--- config.mk ---
export PLATFORM = sky130hd
export DESIGN_NAME = frame_mem_arbiter_flat
export DESIGN_NICKNAME = d
export VERILOG_FILES = /design/src/rtl/frame_mem_arbiter_if.sv /design/src/rtl/frame_mem_arbiter.sv /design/src/flat_wrapper.sv
export SDC_FILE = /design/constraint.sdc
export NUM_CORES = 1
export LEC_CHECK = 0
export ABC_CLOCK_PERIOD_IN_PS = 4400
export CAP_MARGIN = 20
export CORE_ASPECT_RATIO = 0.75
export CORE_UTILIZATION = 40
export DETAILED_ROUTE_END_ITERATION = 8
export DONT_BUFFER_PORTS = 1
export HOLD_SLACK_MARGIN = 0.08
export MAX_ROUTING_LAYER = met4
export PLACE_DENSITY = 0.52
export SLEW_MARGIN = 25
export SYNTH_ARGS = -nofsm -noshare
export SYNTH_HDL_FRONTEND = slang
export SYNTH_SLANG_ARGS = --single-unit
--- constraint.sdc ---
create_clock -name clk_50 -period 4.4 [get_ports clk_50]
set_input_delay 0.88 -clock clk_50 [delete_from_list [all_inputs] [get_ports clk_50]]
set_output_delay 0.88 -clock clk_50 [all_outputs]
set_load 0.1 [all_outputs]
--- src/rtl/frame_mem_arbiter_if.sv ---
// Bus bundle for frame_mem_arbiter: video read port, ADC write push port and SRAM pins.
//   slave  : arbiter side (takes requests, drives SRAM strobes)
//   master : environment side (video/ADC requesters and SRAM)
interface frame_mem_arbiter_if #(
  parameter int unsigned ADDR_W     = 16,
  parameter int unsigned DATA_W     = 16,
  parameter int unsigned FIFO_DEPTH = 8
);
  localparam int unsigned LVL_W = $clog2(FIFO_DEPTH) + 1;

  logic              vid_req;
  logic [ADDR_W-1:0] vid_addr;
  logic              vid_gnt;
  logic [DATA_W-1:0] vid_rdata;
  logic              adc_wr_valid;
  logic [ADDR_W-1:0] adc_wr_addr;
  logic [DATA_W-1:0] adc_wr_data;
  logic              adc_wr_ready;
  logic [LVL_W-1:0]  fifo_level;
  logic [ADDR_W-1:0] mem_addr;
  logic [DATA_W-1:0] mem_wdata;
  logic              mem_dq_oe;
  logic [DATA_W-1:0] mem_rdata;
  logic              mem_oe_n;
  logic              mem_we_n;

  modport slave (
    input  vid_req, vid_addr, adc_wr_valid, adc_wr_addr, adc_wr_data, mem_rdata,
    output vid_gnt, vid_rdata, adc_wr_ready, fifo_level,
           mem_addr, mem_wdata, mem_dq_oe, mem_oe_n, mem_we_n
  );

  modport master (
    output vid_req, vid_addr, adc_wr_valid, adc_wr_addr, adc_wr_data, mem_rdata,
    input  vid_gnt, vid_rdata, adc_wr_ready, fifo_level,
           mem_addr, mem_wdata, mem_dq_oe, mem_oe_n, mem_we_n
  );
endinterface

--- src/rtl/frame_mem_arbiter.sv ---
// Frame-buffer SRAM arbiter: video reads have priority, ADC writes are buffered in a
// FIFO and drained into idle slots; a starvation counter forces a write after
// STARVE_LIM consecutive lost arbitrations.
// Ports: clk_50 (rising edge), reset (async, active high), bus (frame_mem_arbiter_if.slave).
module frame_mem_arbiter #(
  parameter int unsigned ADDR_W     = 16,
  parameter int unsigned DATA_W     = 16,
  parameter int unsigned FIFO_DEPTH = 8,
  parameter int unsigned WR_CYCLES  = 2,
  parameter int unsigned STARVE_LIM = 16
) (
  input  logic                 clk_50,
  input  logic                 reset,
  frame_mem_arbiter_if.slave   bus
);

  localparam int unsigned PTR_W = $clog2(FIFO_DEPTH);
  localparam int unsigned LVL_W = PTR_W + 1;
  localparam int unsigned WC_W  = 3;
  localparam int unsigned STV_W = 8;

  typedef enum logic [2:0] {S_IDLE, S_RD, S_WS, S_WP, S_WH} state_t;

  typedef struct packed {
    logic [ADDR_W-1:0] addr;
    logic [DATA_W-1:0] data;
  } wr_entry_t;

  wr_entry_t         fifo_q [FIFO_DEPTH];
  wr_entry_t         head;

  state_t            state_q,     state_d;
  logic [LVL_W-1:0]  wr_ptr_q,    wr_ptr_d;
  logic [LVL_W-1:0]  rd_ptr_q,    rd_ptr_d;
  logic [LVL_W-1:0]  level_q,     level_d;
  logic              ready_q,     ready_d;
  logic [WC_W-1:0]   wcnt_q,      wcnt_d;
  logic [STV_W-1:0]  starve_q,    starve_d;
  logic [ADDR_W-1:0] mem_addr_q,  mem_addr_d;
  logic [DATA_W-1:0] mem_wdata_q, mem_wdata_d;
  logic              dq_oe_q,     dq_oe_d;
  logic              oe_n_q,      oe_n_d;
  logic              we_n_q,      we_n_d;
  logic              gnt_q,       gnt_d;
  logic [DATA_W-1:0] rdata_q,     rdata_d;

  logic push, pop, fifo_ne, force_wr;

  assign head = fifo_q[rd_ptr_q[PTR_W-1:0]];

  // Arbitration, write sequencing and FIFO pointer updates
  always_comb begin
    state_d     = state_q;
    wcnt_d      = wcnt_q;
    starve_d    = starve_q;
    mem_addr_d  = mem_addr_q;
    mem_wdata_d = mem_wdata_q;
    dq_oe_d     = dq_oe_q;
    oe_n_d      = oe_n_q;
    we_n_d      = we_n_q;
    gnt_d       = 1'b0;
    rdata_d     = rdata_q;
    pop         = 1'b0;
    push        = bus.adc_wr_valid && ready_q;
    fifo_ne     = (level_q != '0);
    force_wr    = fifo_ne && (starve_q == STV_W'(STARVE_LIM));

    case (state_q)
      S_IDLE: begin
        if (force_wr || (!bus.vid_req && fifo_ne)) begin
          // Head is popped on entry so address/data are already stable in the setup cycle
          state_d     = S_WS;
          pop         = 1'b1;
          mem_addr_d  = head.addr;
          mem_wdata_d = head.data;
          dq_oe_d     = 1'b1;
          starve_d    = '0;
        end else if (bus.vid_req) begin
          state_d    = S_RD;
          mem_addr_d = bus.vid_addr;
          oe_n_d     = 1'b0;
          if (fifo_ne && (starve_q < STV_W'(STARVE_LIM))) begin
            starve_d = starve_q + STV_W'(1);
          end
        end
      end
      S_RD: begin
        rdata_d = bus.mem_rdata;
        gnt_d   = 1'b1;
        oe_n_d  = 1'b1;
        state_d = S_IDLE;
      end
      S_WS: begin
        we_n_d  = 1'b0;
        wcnt_d  = WC_W'(WR_CYCLES - 1);
        state_d = S_WP;
      end
      S_WP: begin
        if (wcnt_q == '0) begin
          we_n_d  = 1'b1;
          state_d = S_WH;
        end else begin
          wcnt_d = wcnt_q - WC_W'(1);
        end
      end
      S_WH: begin
        dq_oe_d = 1'b0;
        state_d = S_IDLE;
      end
      default: begin
        state_d = S_IDLE;
        dq_oe_d = 1'b0;
        oe_n_d  = 1'b1;
        we_n_d  = 1'b1;
      end
    endcase

    wr_ptr_d = wr_ptr_q + LVL_W'(push);
    rd_ptr_d = rd_ptr_q + LVL_W'(pop);
    level_d  = wr_ptr_d - rd_ptr_d;
    ready_d  = (level_d < LVL_W'(FIFO_DEPTH));
  end

  // State and registered outputs
  always_ff @(posedge clk_50 or posedge reset) begin
    if (reset) begin
      state_q     <= S_IDLE;
      wr_ptr_q    <= '0;
      rd_ptr_q    <= '0;
      level_q     <= '0;
      ready_q     <= 1'b1;
      wcnt_q      <= '0;
      starve_q    <= '0;
      mem_addr_q  <= '0;
      mem_wdata_q <= '0;
      dq_oe_q     <= 1'b0;
      oe_n_q      <= 1'b1;
      we_n_q      <= 1'b1;
      gnt_q       <= 1'b0;
      rdata_q     <= '0;
    end else begin
      state_q     <= state_d;
      wr_ptr_q    <= wr_ptr_d;
      rd_ptr_q    <= rd_ptr_d;
      level_q     <= level_d;
      ready_q     <= ready_d;
      wcnt_q      <= wcnt_d;
      starve_q    <= starve_d;
      mem_addr_q  <= mem_addr_d;
      mem_wdata_q <= mem_wdata_d;
      dq_oe_q     <= dq_oe_d;
      oe_n_q      <= oe_n_d;
      we_n_q      <= we_n_d;
      gnt_q       <= gnt_d;
      rdata_q     <= rdata_d;
    end
  end

  // FIFO storage; emptiness is governed by the pointers alone
  always_ff @(posedge clk_50) begin
    if (push) begin
      fifo_q[wr_ptr_q[PTR_W-1:0]] <= '{addr: bus.adc_wr_addr, data: bus.adc_wr_data};
    end
  end

  assign bus.vid_gnt      = gnt_q;
  assign bus.vid_rdata    = rdata_q;
  assign bus.adc_wr_ready = ready_q;
  assign bus.fifo_level   = level_q;
  assign bus.mem_addr     = mem_addr_q;
  assign bus.mem_wdata    = mem_wdata_q;
  assign bus.mem_dq_oe    = dq_oe_q;
  assign bus.mem_oe_n     = oe_n_q;
  assign bus.mem_we_n     = we_n_q;

endmodule

--- src/flat_wrapper.sv ---
// flat-port wrapper written by rule: the top's interface ports become plain ports
module frame_mem_arbiter_flat 
#(
  parameter int unsigned ADDR_W     = 16,
  parameter int unsigned DATA_W     = 16,
  parameter int unsigned FIFO_DEPTH = 8,
  parameter int unsigned WR_CYCLES  = 2,
  parameter int unsigned STARVE_LIM = 16
)
  (clk_50, reset, bus_vid_req, bus_vid_addr, bus_adc_wr_valid, bus_adc_wr_addr, bus_adc_wr_data, bus_mem_rdata, bus_vid_gnt, bus_vid_rdata, bus_adc_wr_ready, bus_fifo_level, bus_mem_addr, bus_mem_wdata, bus_mem_dq_oe, bus_mem_oe_n, bus_mem_we_n);
  frame_mem_arbiter_if #(.ADDR_W(ADDR_W), .DATA_W(DATA_W), .FIFO_DEPTH(FIFO_DEPTH)) bus_i ();
  input  logic clk_50;
  input  logic reset;
  input wire logic [$bits(bus_i.vid_req)-1:0] bus_vid_req;
  input wire logic [$bits(bus_i.vid_addr)-1:0] bus_vid_addr;
  input wire logic [$bits(bus_i.adc_wr_valid)-1:0] bus_adc_wr_valid;
  input wire logic [$bits(bus_i.adc_wr_addr)-1:0] bus_adc_wr_addr;
  input wire logic [$bits(bus_i.adc_wr_data)-1:0] bus_adc_wr_data;
  input wire logic [$bits(bus_i.mem_rdata)-1:0] bus_mem_rdata;
  output wire logic [$bits(bus_i.vid_gnt)-1:0] bus_vid_gnt;
  output wire logic [$bits(bus_i.vid_rdata)-1:0] bus_vid_rdata;
  output wire logic [$bits(bus_i.adc_wr_ready)-1:0] bus_adc_wr_ready;
  output wire logic [$bits(bus_i.fifo_level)-1:0] bus_fifo_level;
  output wire logic [$bits(bus_i.mem_addr)-1:0] bus_mem_addr;
  output wire logic [$bits(bus_i.mem_wdata)-1:0] bus_mem_wdata;
  output wire logic [$bits(bus_i.mem_dq_oe)-1:0] bus_mem_dq_oe;
  output wire logic [$bits(bus_i.mem_oe_n)-1:0] bus_mem_oe_n;
  output wire logic [$bits(bus_i.mem_we_n)-1:0] bus_mem_we_n;
  assign bus_i.vid_req = bus_vid_req;
  assign bus_i.vid_addr = bus_vid_addr;
  assign bus_i.adc_wr_valid = bus_adc_wr_valid;
  assign bus_i.adc_wr_addr = bus_adc_wr_addr;
  assign bus_i.adc_wr_data = bus_adc_wr_data;
  assign bus_i.mem_rdata = bus_mem_rdata;
  assign bus_vid_gnt = bus_i.vid_gnt;
  assign bus_vid_rdata = bus_i.vid_rdata;
  assign bus_adc_wr_ready = bus_i.adc_wr_ready;
  assign bus_fifo_level = bus_i.fifo_level;
  assign bus_mem_addr = bus_i.mem_addr;
  assign bus_mem_wdata = bus_i.mem_wdata;
  assign bus_mem_dq_oe = bus_i.mem_dq_oe;
  assign bus_mem_oe_n = bus_i.mem_oe_n;
  assign bus_mem_we_n = bus_i.mem_we_n;
  frame_mem_arbiter #(.ADDR_W(ADDR_W), .DATA_W(DATA_W), .FIFO_DEPTH(FIFO_DEPTH), .WR_CYCLES(WR_CYCLES), .STARVE_LIM(STARVE_LIM)) u_core (.clk_50(clk_50), .reset(reset), .bus(bus_i));
endmodule
==> metrics.md <==
| Metric | Value |
|---|---|
| Area of the mapped netlist | around 13000 sq um |
| Share of the synthesized area in the top cell type | 57.93% |
| First-pass GRT wire length | 44.15 mm |
| First drt pass iteration count | 4 |
| Total setup violations reported at the end of the flow | 0 |
| Post-detailed-route wirelength per cell | approximately 24 microns |
| Clock tree from TritonCTS | yes |
| Chip height | between 150 and 200 microns |
| Largest voltage drop on the vdd net | 459.2 uV |
| Total Nets Final | ~820 |
| Vias per std cell | 5.455 |
| Pin count of the biggest net entering global routing | 51 |
| Yosys synthesis warning count | 0 |
| Count leader, synth | edfxtp_1 |
| Master cell of the clock root buffer | clkbuf_16 |
| # diodes | 0 |
| Hold violation total from the final report | 0 |
| Worst setup path class | reg2reg |
| Start of the worst register-to-register path | u_core.bus.fifo_level[1] |
| Slew at the pin with the worst max-slew slack | a little over 1 ns |
| CTS buffer count | 36 |
| H-Tree Depth | 2 |
| Count of clock tree sinks | ~340 |
| Layout Skew | roughly 0.022 ns |
| Clock input transition at the sequential cells of the worst setup and hold paths | around 0.060 ns |
| Syn nets | just under 800 |
| Worst reg2reg path endpoint | u_core.bus.fifo_level[3] |
| Most area-hungry cell type in the Yosys netlist | edfxtp_1 |
| Total placed cells including tap cells | between 1000 and 1500 |
| Ranking of synthesized cells by area | edfxtp_1 58%, dfrtp_1 14%, mux4_2 11% |
| # rows | 57 |
| Setup crit start kind | flip-flop |
| Number of flops mapped to enable cells by yosys | ~260 |
| Die span in x | ~210 microns |
| Post-route clock period utilization | around three quarters |
| Setup crit end kind | flip-flop |
| Layout overhead on the synthesized area | 14.04% |
| Count of buffers added by post-CTS timing repair for setup | 0 |
| Run status | completed |
| Total placed instance area | 13880 sq um |
| Starting Density | around two fifths |
| Worst reg-to-reg setup slack | 1.04 ns |
| Core Footprint | about 33000 sq um |
| Required time at the worst-slack endpoint | around 4.8 ns |
| Final slew viol count | 0 |
| # hold bufs at CTS | 0 |
| Total via count after detailed routing | about 6600 |
| Antenna violations before repair | 0 |
| Number of top-level pins | roughly 130 |
| Count of different cell masters after synthesis | 56 |
| Post-cts repair resize count | 0 |
| Top cells by instance count after synthesis | 256 x edfxtp_1, 76 x dfrtp_1, 64 x mux4_2, 35 x o21ai_0, 27 x nand2_1 |
| Fin Hold WS | between 0.3 and 0.4 ns |
| Slew margin rel. | approximately 33% |
| Worst min-delay path category | in2async |
| Total power density per cell area | 808.9 nW/um^2 |
| Initial drt markers | 489 |
| End of the critical path | u_core.bus.fifo_level[3] |
| Placer Congestion | 0.7554 |
| Max-cap violations | 0 |
| Fraction of the yosys area taken by sequential cells | about 73% |
| DPL Wire Length | roughly 17 mm |
| Deepest clock path buffer count | 3 |
| Total negative setup slack | 0 ns |
| Post-detailed-route count of antenna-violating nets | 0 |
| Unrepaired setup endpoints after global routing | no |
| Summed area of non-filler cells in the final layout | between 15000 and 20000 sq um |
| Final period demand of the worst path | about 3.4 ns |
| Path depth of the worst reg2reg path | 11 |
| Most used DFF post-synth | edfxtp_1 |
| Area of the die | about 34000 sq um |
| CP Data Arrival Time | about 3.8 ns |
| DRC violations left | 0 |
| Static Leakage | ~0.005 uW |
| Share of final-layout standard cells stronger than drive strength 1 | approximately 26% |
| Synth Instances | a little over 700 |
| Port Buffer Count | 0 |
| Total GRT Usage | roughly 18% |
| Gr ovfl total | 0 |
| Vias in the first global route | around 7100 |
| Synthesized flop and latch total | about 340 |
| Timing startpoint of the critical path | u_core.bus.fifo_level[1] |
| Worst-path maximum fanout | 22 |
| Asr flop ratio synth | between 20% and 30% |
| Clock insertion delay at the later pin of the skew report | ~0.54 ns |
| Total length of routed wires | 29.02 mm |
| Peak clock frequency supported by timing | between 200 and 300 MHz |
| Non-Filler Instances | 1206 |
| Mean instance size in the synthesized netlist | 18.64 sq um |
## through the flow
step | total power (uW) | utilization, % | setup WS [ns]
2_1_floorplan | 8364 | - | 0.5456
3_3_place_gp | 9096 | 42.69 | 1.040
3_5_place_dp | 9173 | 42.69 | 1.015
4_1_cts | 12380 | 46.51 | 1.004
5_1_grt | 12790 | 46.53 | 0.8545
6_report | 12240 | 46.53 | 1.039
## cells by family (layout without fill, tap and decap cells)
family                   Yosys count  in the layout  share of synthesized area, %
flip-flops                       335            335                         72.85
adder cells (fa/ha/maj)           12             12                         1.188
AND/OR/NAND/NOR                   85             85                         3.376
multiplexers                      97             97                         13.51
AO/OA/AOI/OAI                    116            116                         6.195
buffers and inverters             59            111                         2.140
XOR/XNOR                           8              8                        0.7355
## critical path: stages, from the launching register on
cell     delay [ns]
dfrtp_1        0.36
buf_4          0.23
or4_4          0.75
nand3_2        0.13
buf_4          0.27
inv_2          0.11
ha_1           0.22
xnor2_1        0.14
ha_1           0.34
a21o_1         0.18
a21oi_1        0.23
xnor3_1        0.26
## power by group
group          internal, uW  total, uW  switching, uW
logic                  1290       2740           1450
registers              3990       6310           2320
clock network          1950       3190           1240
## layer usage
layer | track usage, % | share of wire [%] | vias up
li1 | - | - | 2908
met1 | 24.23 | 45 | 3463
met3 | 5.506 | 7.5 | 40
met5 | - | 0 | -
met4 | 4.905 | 1.8 | 0
met2 | 27.33 | 46 | 168
## flip-flops by register name, summed over array words and instances, names as in the netlist, 4 cells and up
| register | flops |
|---|---|
| u_core.wr_ptr_q | 4 |
| u_core.fifo_q | 256 |
| u_core.bus.fifo_level | 4 |
| u_core.bus.vid_rdata | 16 |
| u_core.starve_q | 8 |
| u_core.bus.mem_wdata | 16 |
| u_core.bus.mem_addr | 16 |
| u_core.rd_ptr_q | 4 |
## final cells by class
cell class                      instances  area [sq um]
Clock buffer                           46         989.7
Clock inverter                         20         254.0
Fill cell                            2773         17390
Inverter                               22         85.08
Multi-Input combinational cell        318          3405
Sequential cell                       335          9674
Tap cell                              442         553.0
Timing Repair Buffer                   23         172.7
## how the worst min path moves through the flow
stage / depth (start not counted) / from / slack (ns) / endpoint
finish: 1 / reset / 0.31 / u_core.bus.vid_rdata[15]
floorplan: 1 / u_core.wr_ptr_q[3] / 0.46 / u_core.wr_ptr_q[3]
global route: 1 / reset / 0.36 / u_core.bus.vid_rdata[15]
global placement: 1 / u_core.wcnt_q[1] / 0.49 / u_core.wcnt_q[1]
CTS: 1 / reset / 0.41 / u_core.bus.vid_rdata[15]
detailed placement: 1 / u_core.wcnt_q[1] / 0.49 / u_core.wcnt_q[1]
## cells in the final DEF (no fill, tap or decap), types with 7 or more instances in the layout
| master | n |
|---|---|
| edfxtp_1 | 256 |
| dfrtp_1 | 73 |
| mux4_2 | 64 |
| clkbuf_16 | 37 |
| o21ai_0 | 35 |
| nand2_1 | 27 |
| a21oi_1 | 23 |
| buf_4 | 23 |
| inv_1 | 20 |
| nor2b_1 | 17 |
| mux2_2 | 17 |
| o31ai_1 | 16 |
| mux2i_1 | 16 |
| ha_1 | 11 |
| a2111oi_2 | 9 |
| a2111oi_0 | 7 |
| clkinv_1 | 7 |
No activity file was read; power rests on OpenSTA's default activity.
